## src/rtl/nvme_pcie_req_sequencer.sv

```systemverilog
// nvme_pcie_req_sequencer
//
// Sits in front of the NVMe host PCIe AXI-Lite master stage. Register
// read/write requests from the NVMe host control logic (doorbells,
// controller registers) are queued in a small FIFO. Each request is sent
// downstream as a one-cycle pcie_write/pcie_read strobe. The block then waits
// for the matching done pulse and returns the result on a valid/ready
// response channel. Only one transaction is outstanding downstream at a time.
//
// Optional build macro: NVME_PCIE_TIMEOUT_EN
//   When defined, a WAIT-state watchdog forces completion after
//   TIMEOUT_CYCLES cycles, with rsp_error=1 and rsp_timeout=1.
//   When undefined, WAIT lasts until the matching done and rsp_timeout is 0.
//
// Ports
//   axi_aclk, axi_areset        clock, synchronous active-high reset
//   req_valid/req_ready         request handshake (req_ready = FIFO not full)
//   req_write/req_addr/req_wdata request type, address and write data
//   rsp_valid/rsp_ready         response handshake
//   rsp_write/rsp_rdata         echoed type, read data (0 for writes)
//   rsp_error/rsp_timeout       bus error or timeout; forced-by-timeout flag
//   req_count                   FIFO occupancy
//   spurious_done               sticky flag for unexpected done pulses
//   pcie_write/waddr/wdata      write strobe and payload to the master
//   pcie_wdone/pcie_werror      write completion and error from the master
//   pcie_read/raddr             read strobe and address to the master
//   pcie_rdone/rdata/rerror     read completion, data and error from the master

module nvme_pcie_req_sequencer #(
  parameter int DEPTH          = 4,
  parameter int TIMEOUT_CYCLES = 1024
) (
  input  logic                       axi_aclk,
  input  logic                       axi_areset,
  input  logic                       req_valid,
  output logic                       req_ready,
  input  logic                       req_write,
  input  logic [31:0]                req_addr,
  input  logic [31:0]                req_wdata,
  output logic                       rsp_valid,
  input  logic                       rsp_ready,
  output logic                       rsp_write,
  output logic [31:0]                rsp_rdata,
  output logic                       rsp_error,
  output logic                       rsp_timeout,
  output logic [$clog2(DEPTH+1)-1:0] req_count,
  output logic                       spurious_done,
  output logic                       pcie_write,
  output logic [31:0]                pcie_waddr,
  output logic [31:0]                pcie_wdata,
  input  logic                       pcie_wdone,
  input  logic                       pcie_werror,
  output logic                       pcie_read,
  output logic [31:0]                pcie_raddr,
  input  logic [31:0]                pcie_rdata,
  input  logic                       pcie_rdone,
  input  logic                       pcie_rerror
);

  localparam int AW = $clog2(DEPTH);
  localparam int CW = $clog2(DEPTH+1);

  if (DEPTH < 2 || (DEPTH & (DEPTH - 1)) != 0 || TIMEOUT_CYCLES < 1) begin : g_cfg_check
    $error("nvme_pcie_req_sequencer: DEPTH must be a power of 2 >= 2 and TIMEOUT_CYCLES >= 1");
  end

  typedef enum logic [1:0] {S_IDLE, S_ISSUE, S_WAIT, S_RESP} state_t;

  state_t        r_state;
  logic          r_fifo_write [DEPTH];
  logic [31:0]   r_fifo_addr  [DEPTH];
  logic [31:0]   r_fifo_wdata [DEPTH];
  logic [AW-1:0] r_wptr;
  logic [AW-1:0] r_rptr;
  logic [CW-1:0] r_count;
  logic          r_req_ready;
  logic          r_pend_write;
  logic          r_spurious;
  logic          r_pcie_write;
  logic          r_pcie_read;
  logic [31:0]   r_pcie_waddr;
  logic [31:0]   r_pcie_wdata;
  logic [31:0]   r_pcie_raddr;
  logic          r_rsp_valid;
  logic          r_rsp_write;
  logic [31:0]   r_rsp_rdata;
  logic          r_rsp_error;

  logic          w_push;
  logic          w_pop;
  logic [CW-1:0] w_count_nxt;
  logic          w_wmatch;
  logic          w_rmatch;

  assign w_push = req_valid && r_req_ready;
  // The head entry leaves the FIFO during the single ISSUE cycle.
  assign w_pop  = (r_state == S_ISSUE);

  assign w_wmatch = (r_state == S_WAIT) &&  r_pend_write && pcie_wdone;
  assign w_rmatch = (r_state == S_WAIT) && !r_pend_write && pcie_rdone;

  always_comb begin
    w_count_nxt = r_count;
    if (w_push && !w_pop)
      w_count_nxt = r_count + CW'(1);
    else if (!w_push && w_pop)
      w_count_nxt = r_count - CW'(1);
  end

  // FIFO storage carries no reset; occupancy and pointers qualify it.
  always_ff @(posedge axi_aclk) begin
    if (w_push) begin
      r_fifo_write[r_wptr] <= req_write;
      r_fifo_addr[r_wptr]  <= req_addr;
      r_fifo_wdata[r_wptr] <= req_wdata;
    end
  end

  always_ff @(posedge axi_aclk) begin
    if (axi_areset) begin
      r_wptr      <= '0;
      r_rptr      <= '0;
      r_count     <= '0;
      r_req_ready <= 1'b1;
    end else begin
      if (w_push) r_wptr <= r_wptr + AW'(1);
      if (w_pop)  r_rptr <= r_rptr + AW'(1);
      r_count     <= w_count_nxt;
      // Registered from next occupancy; a full FIFO never accepts, even on a pop.
      r_req_ready <= (w_count_nxt != CW'(DEPTH));
    end
  end

`ifdef NVME_PCIE_TIMEOUT_EN
  logic [31:0] r_tcnt;
  logic        r_rsp_timeout;
`endif

  always_ff @(posedge axi_aclk) begin
    if (axi_areset) begin
      r_state       <= S_IDLE;
      r_pend_write  <= 1'b0;
      r_spurious    <= 1'b0;
      r_pcie_write  <= 1'b0;
      r_pcie_read   <= 1'b0;
      r_pcie_waddr  <= '0;
      r_pcie_wdata  <= '0;
      r_pcie_raddr  <= '0;
      r_rsp_valid   <= 1'b0;
      r_rsp_write   <= 1'b0;
      r_rsp_rdata   <= '0;
      r_rsp_error   <= 1'b0;
`ifdef NVME_PCIE_TIMEOUT_EN
      r_tcnt        <= '0;
      r_rsp_timeout <= 1'b0;
`endif
    end else begin
      // Any done that is not the expected completion of the pending transfer.
      if ((pcie_wdone && !w_wmatch) || (pcie_rdone && !w_rmatch))
        r_spurious <= 1'b1;

      case (r_state)
        S_IDLE: begin
          if (r_count != '0) begin
            // Strobe and payload are registered here so they are visible
            // exactly during the ISSUE cycle.
            r_state      <= S_ISSUE;
            r_pend_write <= r_fifo_write[r_rptr];
            if (r_fifo_write[r_rptr]) begin
              r_pcie_write <= 1'b1;
              r_pcie_waddr <= r_fifo_addr[r_rptr];
              r_pcie_wdata <= r_fifo_wdata[r_rptr];
            end else begin
              r_pcie_read  <= 1'b1;
              r_pcie_raddr <= r_fifo_addr[r_rptr];
            end
          end
        end

        S_ISSUE: begin
          r_pcie_write <= 1'b0;
          r_pcie_read  <= 1'b0;
`ifdef NVME_PCIE_TIMEOUT_EN
          r_tcnt       <= '0;
`endif
          r_state      <= S_WAIT;
        end

        S_WAIT: begin
          if (w_wmatch || w_rmatch) begin
            r_state     <= S_RESP;
            r_rsp_valid <= 1'b1;
            r_rsp_write <= r_pend_write;
            r_rsp_rdata <= r_pend_write ? 32'd0 : pcie_rdata;
            r_rsp_error <= r_pend_write ? pcie_werror : pcie_rerror;
`ifdef NVME_PCIE_TIMEOUT_EN
            r_rsp_timeout <= 1'b0;
          end else if (r_tcnt == 32'(TIMEOUT_CYCLES - 1)) begin
            // This is the last allowed WAIT cycle without a matching done.
            r_state       <= S_RESP;
            r_rsp_valid   <= 1'b1;
            r_rsp_write   <= r_pend_write;
            r_rsp_rdata   <= '0;
            r_rsp_error   <= 1'b1;
            r_rsp_timeout <= 1'b1;
          end else begin
            r_tcnt <= r_tcnt + 32'd1;
`endif
          end
        end

        S_RESP: begin
          if (rsp_ready) begin
            r_state     <= S_IDLE;
            r_rsp_valid <= 1'b0;
            r_rsp_write <= 1'b0;
            r_rsp_rdata <= '0;
            r_rsp_error <= 1'b0;
`ifdef NVME_PCIE_TIMEOUT_EN
            r_rsp_timeout <= 1'b0;
`endif
          end
        end

        default: r_state <= S_IDLE;
      endcase
    end
  end

  assign req_ready     = r_req_ready;
  assign req_count     = r_count;
  assign spurious_done = r_spurious;
  assign pcie_write    = r_pcie_write;
  assign pcie_read     = r_pcie_read;
  assign pcie_waddr    = r_pcie_waddr;
  assign pcie_wdata    = r_pcie_wdata;
  assign pcie_raddr    = r_pcie_raddr;
  assign rsp_valid     = r_rsp_valid;
  assign rsp_write     = r_rsp_write;
  assign rsp_rdata     = r_rsp_rdata;
  assign rsp_error     = r_rsp_error;
`ifdef NVME_PCIE_TIMEOUT_EN
  assign rsp_timeout   = r_rsp_timeout;
`else
  assign rsp_timeout   = 1'b0;
`endif

endmodule

```

## config.mk

```make
export PLATFORM = sky130hd
export DESIGN_NAME = nvme_pcie_req_sequencer
export DESIGN_NICKNAME = d
export VERILOG_FILES = /design/src/rtl/nvme_pcie_req_sequencer.sv
export SDC_FILE = /design/constraint.sdc
export NUM_CORES = 1
export LEC_CHECK = 0
export ABC_AREA = 1
export CORE_UTILIZATION = 40
export CTS_CLUSTER_SIZE = 40
export DETAILED_ROUTE_END_ITERATION = 7
export GPL_TIMING_DRIVEN = 0
export PLACE_DENSITY = 0.64
export SYNTH_ARGS = -nofsm -noshare
export SYNTH_HDL_FRONTEND = slang
export SYNTH_SLANG_ARGS = --single-unit
```

## constraint.sdc

```tcl
create_clock -name axi_aclk -period 5.36 [get_ports axi_aclk]
set_input_delay 1.34 -clock axi_aclk [delete_from_list [all_inputs] [get_ports axi_aclk]]
set_output_delay 1.34 -clock axi_aclk [all_outputs]
set_load 0.01 [all_outputs]
```

==> results.toml <==
[critical_path]
worst_setup_path_start_kind = "input port"
required_ps = 5620
r2r_end = "r_fifo_wdata[0][28]"
slowest_delay_ps = 720
reg2reg_depth = 5
cp_cell_sequence = "clkdlybuf4s50_1, nand2_1, clkbuf_1, nor2_4, buf_12, buf_12"
slowest_stage = "nor2_4"
crit_type = "input port to flip-flop"
arrival_ps = 3420
cp_max_fo = 25
path_common_cell = "buf_12"
crit_path_end_kind = "flip-flop"
reg2reg_setup_slack_ps = 3130
r2r-start = "req_ready"

[route]
wl_mm = 42.9
drt_iter0_drc = 739
vias = 12027
drcViolationCount = 0
dr.max_layer_used = "met5"
met3WireLength_mm = 3.27
vias_per_cell = 4.85
ant_nets = 0
drt-met1-wl_mm = 18.0
wl_per_cell_um = 17.3
wl_met2_mm = 20.5
drt_pass1_iterations = 5

[timing]
fin_skew_ps = 24.6
final.period_utilization_pct = 58.9
setup_violations = 0
maxSlewViolCount = 0
hold_violations = 0
setup_tns_ps = 0
fmax_ghz = 0.317
layout_min_cycle_time_ps = 3160
slew_headroom_pct = 42.9
worst_slew_pin_slew_ps = 855
rsz0062_at_grt = "false"

[logic_synthesis]
synthCells = 1627
syn_nets = 1744
yosysUniqueCellTypes = 22
yosysSeqAreaShare_pct = 67.2
syn_area_mm2 = 0.0160
postSynthAreaPerCell_um2 = 9.84
yosysWarningCount = 0
synth-seq-cells = 407

[pwr]
p_leak_nw = 7.95
peakVddDrop_v = 0.000289
power_density_mw_per_mm2 = 520
power.total_mw = 10.8

[clocking]
cts_tree = "yes"
post_cts_buffers = 0
root_buffer = "clkbuf_16"
ctsHoldBuffers = 0
htreeDepth = 2
cts_buffer_depth = 3
clock-sinks = 407
cts_resized = 0
cts-buffers-inserted = 44
clkTransAtPathRegs_ps = 60
clock_latency_ps = 570

[global_route]
grt_max_degree = 28
overflow = 0
grt_pass1_vias = 12044
grt_use_total_pct = 21.0
antenna_found_initial = 5
grt_pass1_wl_mm = 65.6

[hold_path]
whs_path_depth = 2
hold_end = "rsp_rdata[2]"
hp-start = "rsp_rdata[2]"
min_path_type = "flip-flop to flip-flop"

[status]
status = "finished clean"

[final_layout]
drive_above_1_share_pct = 6.53
stdcell_area_mm2 = 0.0208
mostFrequentLayoutCells = "nand2_1 (341), nor2_1 (328), edfxtp_1 (260)"
area_delta_synth_final_pct = 29.8
final_common_cell = "nand2_1"
layout.nets = 2040

[place]
gp_congestion = 0.839
dp_hpwl_mm = 29.2
placed_area_mm2 = 0.0193
portBuffers = 242

[floorplanning]
initial_core_util_pct = 40.9
row_count = 72
die_area_mm2 = 0.0408
core_mm2 = 0.0391
io_pins = 244
die_y_um = 202
die_x_um = 202

[flow_run]
maxCapViolCount = 0
Yosys cell counts:
library cell	number	area share, %
nand2_1	341	8.0
or2_0	1	0.039
o22ai_1	32	1.3
conb_1	1	0.023
edfxtp_1	260	49
clkbuf_1	48	1.1
nor2_1	332	7.8
buf_1	9	0.21
o21ai_0	123	3.8
buf_6	2	0.14
o21ai_1	5	0.16
nand2_2	1	0.039
buf_2	24	0.75
a21oi_1	76	2.4
nand3_1	87	2.7
nand3_2	2	0.13
dfxtp_1	147	18
inv_2	4	0.094
ha_1	12	0.94
a21boi_2	1	0.070
buf_4	15	0.70
inv_1	104	2.4
layout make-up:
cell class              count  area (µm²)
fillers                  3526       18300
flip-flops and latches    407       10800
multi-input cells        1014        4410
repair buffers            250        2590
clock buffers              66        1320
well taps                 518         648
plain buffers              98         469
inverters                 108         405
clock inverters            16         190
diodes                      1        2.50
worst max-delay path: cells and delay by family:
family / cells / cell delay [ps]
buf+inv: 4 / 1280
simple gates: 2 / 790
per-stage QoR:
step	utilization [%]	setup WS, ps	std cells	hold WS, ps
6_report	53.2	2200	2478	458
5_1_grt	53.2	2090	2478	470
4_1_cts	53.1	2180	2477	459
3_5_place_dp	49.3	1580	2395	451
3_3_place_gp	48.8	-2520	2387	447
2_1_floorplan	-	555	1627	472
cells by family (layout without fill, tap and decap cells):
kind of cell | count (synthesis) | after routing | share of synthesized area [%]
adders and majority gates | 12 | 12 | 0.938
other | 1 | 2 | 0.0234
buffers and inverters | 206 | 538 | 5.46
AOI/OAI and AO/OA | 237 | 237 | 7.70
DFF | 407 | 407 | 67.2
and+or+nand+nor | 764 | 764 | 18.7
layer usage:
metal  GRT usage (%)  up-vias
met4            6.36        8
met3            5.51       79
met1            25.8     5605
li1                -     5973
met5               0        -
met2            35.9      362
how the worst max path moves through the flow:
stage | from | end | slack (ps) | cells after the start
2_1_floorplan | req_valid | r_fifo_addr[0][0] | 550 | 3
3_3_place_gp | req_valid | r_fifo_wdata[0][28] | -2520 | 4
3_5_place_dp | req_valid | r_fifo_wdata[0][28] | 1580 | 6
4_1_cts | req_valid | r_fifo_wdata[0][18] | 2180 | 6
5_1_grt | req_valid | r_fifo_wdata[0][15] | 2090 | 6
6_report | req_valid | r_fifo_wdata[0][28] | 2200 | 6
power by group:
part,internal [mW],total (mW),switching [mW]
combinational,1.45,3.54,2.10
clock,1.89,3.10,1.21
sequential,3.90,4.16,0.266
sequential cells by signal, summed over array words and instances, names as in the netlist, 3 cells and up, named ones only:
name / cells
pcie_raddr: 32
pcie_waddr: 32
pcie_wdata: 32
r_fifo_addr: 128
r_fifo_wdata: 128
r_fifo_write: 4
req_count: 3
rsp_rdata: 32
No activity file was read; power rests on OpenSTA's default activity.
